$ cat src/rtl/serial_adder.sv
`timescale 1ns/1ps
// Digit-serial adder/subtractor: a +/- b +/- carry, DIGIT bits resolved per clock.
// Latency: operands accepted at edge k, result valid after edge k + WIDTH/DIGIT.
// Backpressure: result held in DONE while i_out_ready=0; no new operands taken until it drains.
//
// Ports:
//   i_clk, i_rst                 clock, synchronous active-high reset
//   i_in_valid / o_in_ready      operand handshake (i_a, i_b, i_cin, i_sub)
//   i_sub                        0: a+b+cin, 1: a-b-cin (cin acts as borrow-in)
//   o_out_valid / i_out_ready    result handshake (o_sum, o_cout, o_ovf)
//   o_cout                       raw carry out of the MSB (subtract: 1 = no borrow)
//   o_ovf                        signed overflow (carry into MSB xor carry out of MSB)
//   o_busy                       an operation is in flight or waiting to be taken
module serial_adder #(
  parameter int WIDTH = 8,
  parameter int DIGIT = 2
) (
  input  logic             i_clk,
  input  logic             i_rst,
  input  logic             i_in_valid,
  output logic             o_in_ready,
  input  logic [WIDTH-1:0] i_a,
  input  logic [WIDTH-1:0] i_b,
  input  logic             i_cin,
  input  logic             i_sub,
  output logic             o_out_valid,
  input  logic             i_out_ready,
  output logic [WIDTH-1:0] o_sum,
  output logic             o_cout,
  output logic             o_ovf,
  output logic             o_busy
);

  // Parameter sanity: the operand must split into a whole number of digits.
  if (WIDTH < 1 || DIGIT < 1 || DIGIT > WIDTH || (WIDTH % DIGIT) != 0) begin : g_bad_param
    $error("serial_adder: WIDTH must be >= 1 and a multiple of DIGIT");
  end

  localparam int NDIG  = WIDTH / DIGIT;
  localparam int CNT_W = (NDIG > 1) ? $clog2(NDIG) : 1;

  typedef enum logic [1:0] {
    S_IDLE = 2'd0,
    S_RUN  = 2'd1,
    S_DONE = 2'd2
  } state_t;

  state_t             r_state;
  state_t             w_state_nxt;

  logic [WIDTH-1:0]   r_a;       // remaining digits of a, LSB digit next
  logic [WIDTH-1:0]   r_b;       // remaining digits of b_eff (already inverted for subtract)
  logic               r_carry;   // carry into the digit being processed
  logic [CNT_W-1:0]   r_cnt;     // index of the digit being processed

  logic [WIDTH-1:0]   r_sum;     // last completed result, only written on completion
  logic               r_cout;
  logic               r_ovf;

  logic               w_accept;
  logic               w_last;
  logic [DIGIT-1:0]   w_a_d;
  logic [DIGIT-1:0]   w_b_d;
  logic [DIGIT:0]     w_dsum;
  logic               w_dig_cout;
  logic               w_dig_cmsb;
  logic [WIDTH-1:0]   w_res;

  // ---------------------------------------------------------------------------
  // FSM: state register
  // ---------------------------------------------------------------------------
  always_ff @(posedge i_clk) begin
    if (i_rst) begin
      r_state <= S_IDLE;
    end else begin
      r_state <= w_state_nxt;
    end
  end

  // ---------------------------------------------------------------------------
  // FSM: next-state logic
  // ---------------------------------------------------------------------------
  always_comb begin
    w_state_nxt = r_state;
    case (r_state)
      S_IDLE: if (i_in_valid)  w_state_nxt = S_RUN;
      S_RUN:  if (w_last)      w_state_nxt = S_DONE;
      S_DONE: if (i_out_ready) w_state_nxt = S_IDLE;
      default:                 w_state_nxt = S_IDLE;
    endcase
  end

  // ---------------------------------------------------------------------------
  // FSM: outputs
  // ---------------------------------------------------------------------------
  always_comb begin
    // in_ready is gated by reset so an operand offered during reset is never
    // seen as accepted upstream.
    o_in_ready  = (r_state == S_IDLE) && !i_rst;
    o_out_valid = (r_state == S_DONE);
    o_busy      = (r_state == S_RUN) || (r_state == S_DONE);
  end

  assign w_accept = o_in_ready && i_in_valid;
  assign w_last   = (r_cnt == CNT_W'(NDIG - 1));

  // ---------------------------------------------------------------------------
  // Digit adder: one DIGIT-wide ripple slice per cycle
  // ---------------------------------------------------------------------------
  assign w_a_d      = r_a[DIGIT-1:0];
  assign w_b_d      = r_b[DIGIT-1:0];
  assign w_dsum     = {1'b0, w_a_d} + {1'b0, w_b_d} + {{DIGIT{1'b0}}, r_carry};
  assign w_dig_cout = w_dsum[DIGIT];
  // Carry that entered the top bit of this slice: sum bit = a ^ b ^ carry_in,
  // so carry_in = sum ^ a ^ b. On the last slice this is the carry into the MSB.
  assign w_dig_cmsb = w_dsum[DIGIT-1] ^ w_a_d[DIGIT-1] ^ w_b_d[DIGIT-1];

  // ---------------------------------------------------------------------------
  // Result assembly. Digits enter at the top and move down, so after the last
  // slice the first digit sits in the LSBs. Only WIDTH-DIGIT bits of history
  // are needed because the newest digit comes straight from the adder.
  // ---------------------------------------------------------------------------
  if (DIGIT == WIDTH) begin : g_single
    assign w_res = w_dsum[DIGIT-1:0];
  end else begin : g_multi
    logic [WIDTH-DIGIT-1:0] r_hist;

    always_ff @(posedge i_clk) begin
      if (i_rst) begin
        r_hist <= '0;
      end else if (r_state == S_RUN) begin
        r_hist <= w_res[WIDTH-1:DIGIT];
      end
    end

    assign w_res = {w_dsum[DIGIT-1:0], r_hist};
  end

  // ---------------------------------------------------------------------------
  // Operand / carry / counter / result registers
  // ---------------------------------------------------------------------------
  always_ff @(posedge i_clk) begin
    if (i_rst) begin
      r_a     <= '0;
      r_b     <= '0;
      r_carry <= 1'b0;
      r_cnt   <= '0;
      r_sum   <= '0;
      r_cout  <= 1'b0;
      r_ovf   <= 1'b0;
    end else begin
      if (w_accept) begin
        // a - b - cin == a + ~b + ~cin, so subtract just inverts b and the carry.
        r_a     <= i_a;
        r_b     <= i_sub ? ~i_b : i_b;
        r_carry <= i_cin ^ i_sub;
        r_cnt   <= '0;
      end else if (r_state == S_RUN) begin
        r_a     <= r_a >> DIGIT;
        r_b     <= r_b >> DIGIT;
        r_carry <= w_dig_cout;
        r_cnt   <= r_cnt + CNT_W'(1);
        if (w_last) begin
          // Published only here so partial results never reach o_sum.
          r_sum  <= w_res;
          r_cout <= w_dig_cout;
          r_ovf  <= w_dig_cmsb ^ w_dig_cout;
        end
      end
    end
  end

  assign o_sum  = r_sum;
  assign o_cout = r_cout;
  assign o_ovf  = r_ovf;

endmodule

$ cat config.mk
export PLATFORM = sky130hd
export DESIGN_NAME = serial_adder
export DESIGN_NICKNAME = d
export VERILOG_FILES = /design/src/rtl/serial_adder.sv
export SDC_FILE = /design/constraint.sdc
export NUM_CORES = 1
export LEC_CHECK = 0
export ABC_CLOCK_PERIOD_IN_PS = 2200
export CAP_MARGIN = 30
export CORE_AREA = 2 2 71 73
export DETAILED_ROUTE_END_ITERATION = 7
export DIE_AREA = 0 0 73 75
export HOLD_SLACK_MARGIN = 0.15
export PLACE_DENSITY = 0.68
export SLEW_MARGIN = 20
export SYNTH_ARGS = -nofsm -noshare
export SYNTH_HDL_FRONTEND = slang
export SYNTH_SLANG_ARGS = --single-unit
$ cat constraint.sdc
create_clock -name i_clk -period 2.2 [get_ports i_clk]
set_input_delay 0.22 -clock i_clk [delete_from_list [all_inputs] [get_ports i_clk]]
set_output_delay 0.22 -clock i_clk [all_outputs]
set_load 0.1 [all_outputs]
==> impl_metrics.ini, run 1 <==
[yosys]
synth_area_leaders = dfxtp_1 (40%), mux2i_1 (9.3%), a211oi_2 (6.8%)
synth_edf_count = 0
synth_warnings = 0
synth_most_common_cell = dfxtp_1
async_flop_share = 0
synth_cells = 190
syn-num-nets = 220
syn_avg_cell_area_um2 = 9.667
synth_top_area_share = 0.4033
synth_common_cells = dfxtp_1 (37), nor2_1 (18), a21oi_1 (17), mux2i_1 (17), a211oi_2 (10)
yosysTopAreaCell = dfxtp_1
ys.flop_type = dfxtp_1
synth-seq-cells = 37
syn_area_um2 = 1837
seq_area_frac_synth = 0.4033
ys_types = 30

[clock_network]
htree_levels = 2
cts_buffers = 5
cts_max_path_buffers = 2
cts-hold-fix-buffers = 0
cts_resized = 0
cts_tree = yes
cts-root-buf = clkbuf_8
insertion_delay_ps = 290
clock-sinks = 37
postCtsSetupRepairBufs = 0
path_clk_slew_ps = 70

[setup_path]
reg2reg_slack_ps = 300
crit_path_end = o_ovf
required_ps = 2410
arrival_ps = 2110
reg2reg_from = r_a[0]
rr_endpoint = o_ovf
worstPathMaxFanout = 3
cp-startpoint = r_a[0]
endpoint_kind = flop
ff2ff_path_depth = 6
critPathKind = flop to flop
start_kind = flop

[placement]
dp.cells = 268
place_congestion = 0.8209
hpwlAfterDp_um = 2302
io_buffer_count = 34
dp_slack_ps = 298.0

[detailed_routing]
routedWlPerCell_um = 12.26
ant_nets = 0
firstDrtPassIters = 4
finalWirelength_um = 3385
drt_iter0_drc = 77
avgViaCountPerCell = 5.000
vias = 1380
drc = 0

[power_and_ir_drop]
worst_ir_drop_vdd_uv = 512.2
switching_share = 0.3930
combPwrFrac = 0.456
p_sw_uw = 945.4
leakage_uw = 0.0008218
clockPowerShare = 0.185
power_frac_seq = 0.359
powerDensity_nw_per_um2 = 1068
intPower_uw = 1460

[global_route]
grt_overflow = 0
grt_util_all_layers = 0.1400
antenna_found_initial = 0
grt_pass1_wl_um = 5851
grt_max_degree = 40
grt_pass1_vias = 1321

[finish]
final_nets = 251
fin_util = 0.4832
diodes = 0
instances_no_fill = 276
drive_above_1_share = 0.1622
syn2layout_area_growth_pct = 22.62

[floorplanning]
die_w_um = 73
die_area_um2 = 5475
rows = 25
io_pins = 35
start_util = 0.3941
fp.dieH_um = 75
core-area_um2 = 4661

[outcome]
status = finished, final reports clean

[flow_run]
maxCapViolCount = 0

[timing]
period_share = 0.8626
worstMarginPinSlew_ps = 474.7
fin_ws_ps = 302.2
rsz0062_at_grt = false
hold_viol = 0
fmax_ghz = 0.5269
setup_viol = 0
period_minus_slack_ps = 1898
final.setup.tns_ps = 0
drv_slew = 0
slew_headroom = 0.6825
finalClockSkew_ps = 4.583

[min_path]
hold_path.class = flop to flop
## flip-flops by register name (all words and copies together), names as in the netlist
signal and count:
r_state 2, g_multi.r_hist 6, o_ovf 1, o_cout 1
r_a 8, r_carry 1, o_sum 8, r_cnt 2
r_b 8
## cell type report
cell class              count  area [um2]
clock buffers               6       72.57
inverters                   7       26.28
repair buffers             38       362.8
fillers                   455        2409
flip-flops and latches     37       740.7
well taps                  54       67.56
multi-input cells         132       972.2
clock inverters             2       10.01
## critical path: stages, from the launching register on
cell      delay (ps)
dfxtp_1          330
inv_1             60
fa_1             430
fa_1             500
xnor2_1          210
xnor2_1           90
a211oi_1         210
## per-stage QoR
stage	total power, uW	instance area, um2	hold WS (ps)
final	2406	2252	472.4
after global routing	2581	2252	499.5
after CTS	2436	2252	476.9
after detailed placement	1982	2170	466.9
after global placement	1964	2170	456.8
after floorplan	1790	1837	356.0
## cell usage in the layout (no fill, tap or decap)
cell type,instances
a211oi_1,8
a211oi_2,10
a21oi_1,17
and2_1,1
and3b_2,1
buf_12,2
buf_4,15
clkbuf_1,1
clkbuf_8,5
clkdlybuf4s50_1,21
clkinv_2,2
dfxtp_1,37
fa_1,2
ha_1,6
inv_1,7
mux2i_1,17
nand2_1,7
nand2b_1,3
nand3_1,6
nand3b_1,5
nand4_1,2
nor2_1,18
nor2_2,1
nor2b_1,4
nor3_1,2
o211ai_1,1
o21ai_0,3
o21ai_1,3
o31ai_1,2
xnor2_1,4
xor2_1,9
## layer usage
| layer | track usage | wire length, um | share of wire |
|---|---|---|---|
| met5 | 0 | 0 | 0 |
| met4 | 0.04938 | 48 | 0.014 |
| met3 | 0.04685 | 193 | 0.057 |
| met2 | 0.2272 | 1455 | 0.43 |
| met1 | 0.1744 | 1687 | 0.50 |
## cells by family (layout without fill, tap and decap cells)
family          Yosys count  after routing  share of synthesized area
compound gates           44             44                     0.1757
xor+xnor                 13             13                    0.06199
fa+ha+maj                 8              8                    0.06267
buf+inv                  21             53                    0.06744
flops                    37             37                     0.4033
mux                      17             17                    0.09264
simple gates             50             50                     0.1362
## worst min path at each step
stage	slack, ps	end	start	depth (start not counted)
6_report	470	o_sum[0]	g_multi.r_hist[0]	2
5_1_grt	500	r_a[7]	i_a[7]	3
4_1_cts	480	o_sum[0]	g_multi.r_hist[0]	2
3_5_place_dp	470	o_sum[0]	g_multi.r_hist[0]	2
3_3_place_gp	460	o_sum[1]	g_multi.r_hist[1]	2
2_1_floorplan	360	r_a[6]	i_a[6]	2
## power by group through the flow
stage          registers [uW]  logic [uW]  clock network (uW)
3_3_place_gp              877        1090                   0
3_5_place_dp              879        1100                   0
2_1_floorplan             860         929                   0
6_report                  863        1100                 445
4_1_cts                   864        1110                 463
5_1_grt                   879        1210                 493
Note: power is estimated with default switching activity, not from simulation.
==> run 2, diff against run 1 <==
CORE_AREA = 5 5 74 76   (was 2 2 71 73)
DIE_AREA = 0 0 79 81   (was 0 0 73 75)
==> impl_metrics.ini, run 2 (same netlist as run 1, synthesis figures left out) <==
[floorplanning]
die_w_um = 79
core-area_um2 = 4661
fp.dieH_um = 81
die_area_um2 = 6399
io_pins = 35
rows = 25
start_util = 0.3941

[finish]
fin_util = 0.4840
syn2layout_area_growth_pct = 22.82
diodes = 0
fill_cells = 453
drive_above_1_share = 0.1584
final_common_cell = dfxtp_1
layout_common_cells = dfxtp_1 (37), clkdlybuf4s50_1 (21), nor2_1 (18), a21oi_1 (17), mux2i_1 (17)
final_nets = 251

[global_route]
grt_max_degree = 40
grt_pass1_wl_um = 6072
grt_util_all_layers = 0.1198
grt_pass1_vias = 1326
antenna_found_initial = 0
grt_overflow = 0

[detailed_routing]
dr_wl_met2_um = 1624
ant_nets = 0
met3WireLength_um = 223
firstDrtPassIters = 4
routedWlPerCell_um = 12.97
top_layer = met4
drt_iter0_drc = 104
vias = 1394
finalWirelength_um = 3566
avgViaCountPerCell = 5.069
drc = 0
drt-met1-wl_um = 1691

[setup_path]
arrival_ps = 2150
endpoint_kind = flop
critPathSlowestCell = fa_1
path_delay_family = adder cells
critPathKind = flop to flop
critPathMaxStageDelay_ps = 500
worstPathMaxFanout = 3
path_cells = inv_1 > fa_1 > fa_1 > xnor2_1 > xnor2_1 > a211oi_1
start_kind = flop
required_ps = 2400
path_buf_inv = 1

[placement]
io_buffer_count = 34
dp_slack_ps = 228.6
hpwlAfterDp_um = 2468
place_congestion = 0.7473

[timing]
worstMarginPinSlew_ps = 469.6
hold_viol = 0
rsz0062_at_grt = false
setup_viol = 0
finalClockSkew_ps = 2.267
hold_ws_ps = 468.2
fmax_ghz = 0.5124
drv_slew = 0
fin_ws_ps = 248.2
period_minus_slack_ps = 1952
slew_headroom = 0.6860
period_share = 0.8872
final.setup.tns_ps = 0

[power_and_ir_drop]
leakage_uw = 0.0008212
worst_ir_drop_vdd_uv = 495.0
powerDensity_nw_per_um2 = 1078

[clock_network]
path_clk_slew_ps = 70
cts_max_path_buffers = 2
cts_tree = yes
postCtsSetupRepairBufs = 0
cts-hold-fix-buffers = 0
htree_levels = 2
cts_resized = 0
insertion_delay_ps = 280
clock-sinks = 37
cts_buffers = 5
cts-root-buf = clkbuf_8

[min_path]
hold_path.class = flop to flop

[outcome]
status = finished, final reports clean

[flow_run]
maxCapViolCount = 0
run 2: worst reg2reg max path: cells and delay by family, from the launching register on:
kind            cells  cell delay (ps)
xor+xnor            2              310
compound gates      1              230
fa+ha+maj           2              940
flops               1              330
buf+inv             1               60
run 2: power breakdown:
group	total, uW	leakage [uW]	switching, uW	internal [uW]
logic	1100	0.000475	650	453
registers	866	0.000301	78.1	788
clock network	464	0.0000443	216	248
total	2430	0.000821	944	1490
run 2: layer usage:
layer,GRT usage,vias to the layer above
met2,0.1852,28
met3,0.04435,4
met1,0.1581,641
li1,-,721
met4,0.03093,0
met5,0,-
run 2: final timing paths:
| kind | from | to | slack (ps) | cells past startpoint |
|---|---|---|---|---|
| worst min register to register | g_multi.r_hist[0] | o_sum[0] | 470 | 2 |
| worst min-delay path | g_multi.r_hist[0] | o_sum[0] | 470 | 2 |
| worst max-delay path | r_a[0] | o_ovf | 250 | 6 |
| worst max register to register | r_a[0] | o_ovf | 250 | 6 |
run 2: through the flow:
step           total power [uW]  area, um2  std cells
2_1_floorplan              1790       1837        190
3_3_place_gp               1964       2170        268
3_5_place_dp               1985       2170        268
4_1_cts                    2461       2256        275
5_1_grt                    2604       2256        275
6_report                   2433       2256        275
run 2: layout make-up:
| type | instances | area, um2 | share of cell area |
|---|---|---|---|
| Multi-Input combinational cell | 132 | 972.2 | 0.4309 |
| Timing Repair Buffer | 38 | 362.8 | 0.1608 |
| Sequential cell | 37 | 740.7 | 0.3283 |
| Inverter | 7 | 26.28 | 0.01165 |
| Tap cell | 54 | 67.56 | 0.02995 |
| Clock buffer | 7 | 86.33 | 0.03827 |
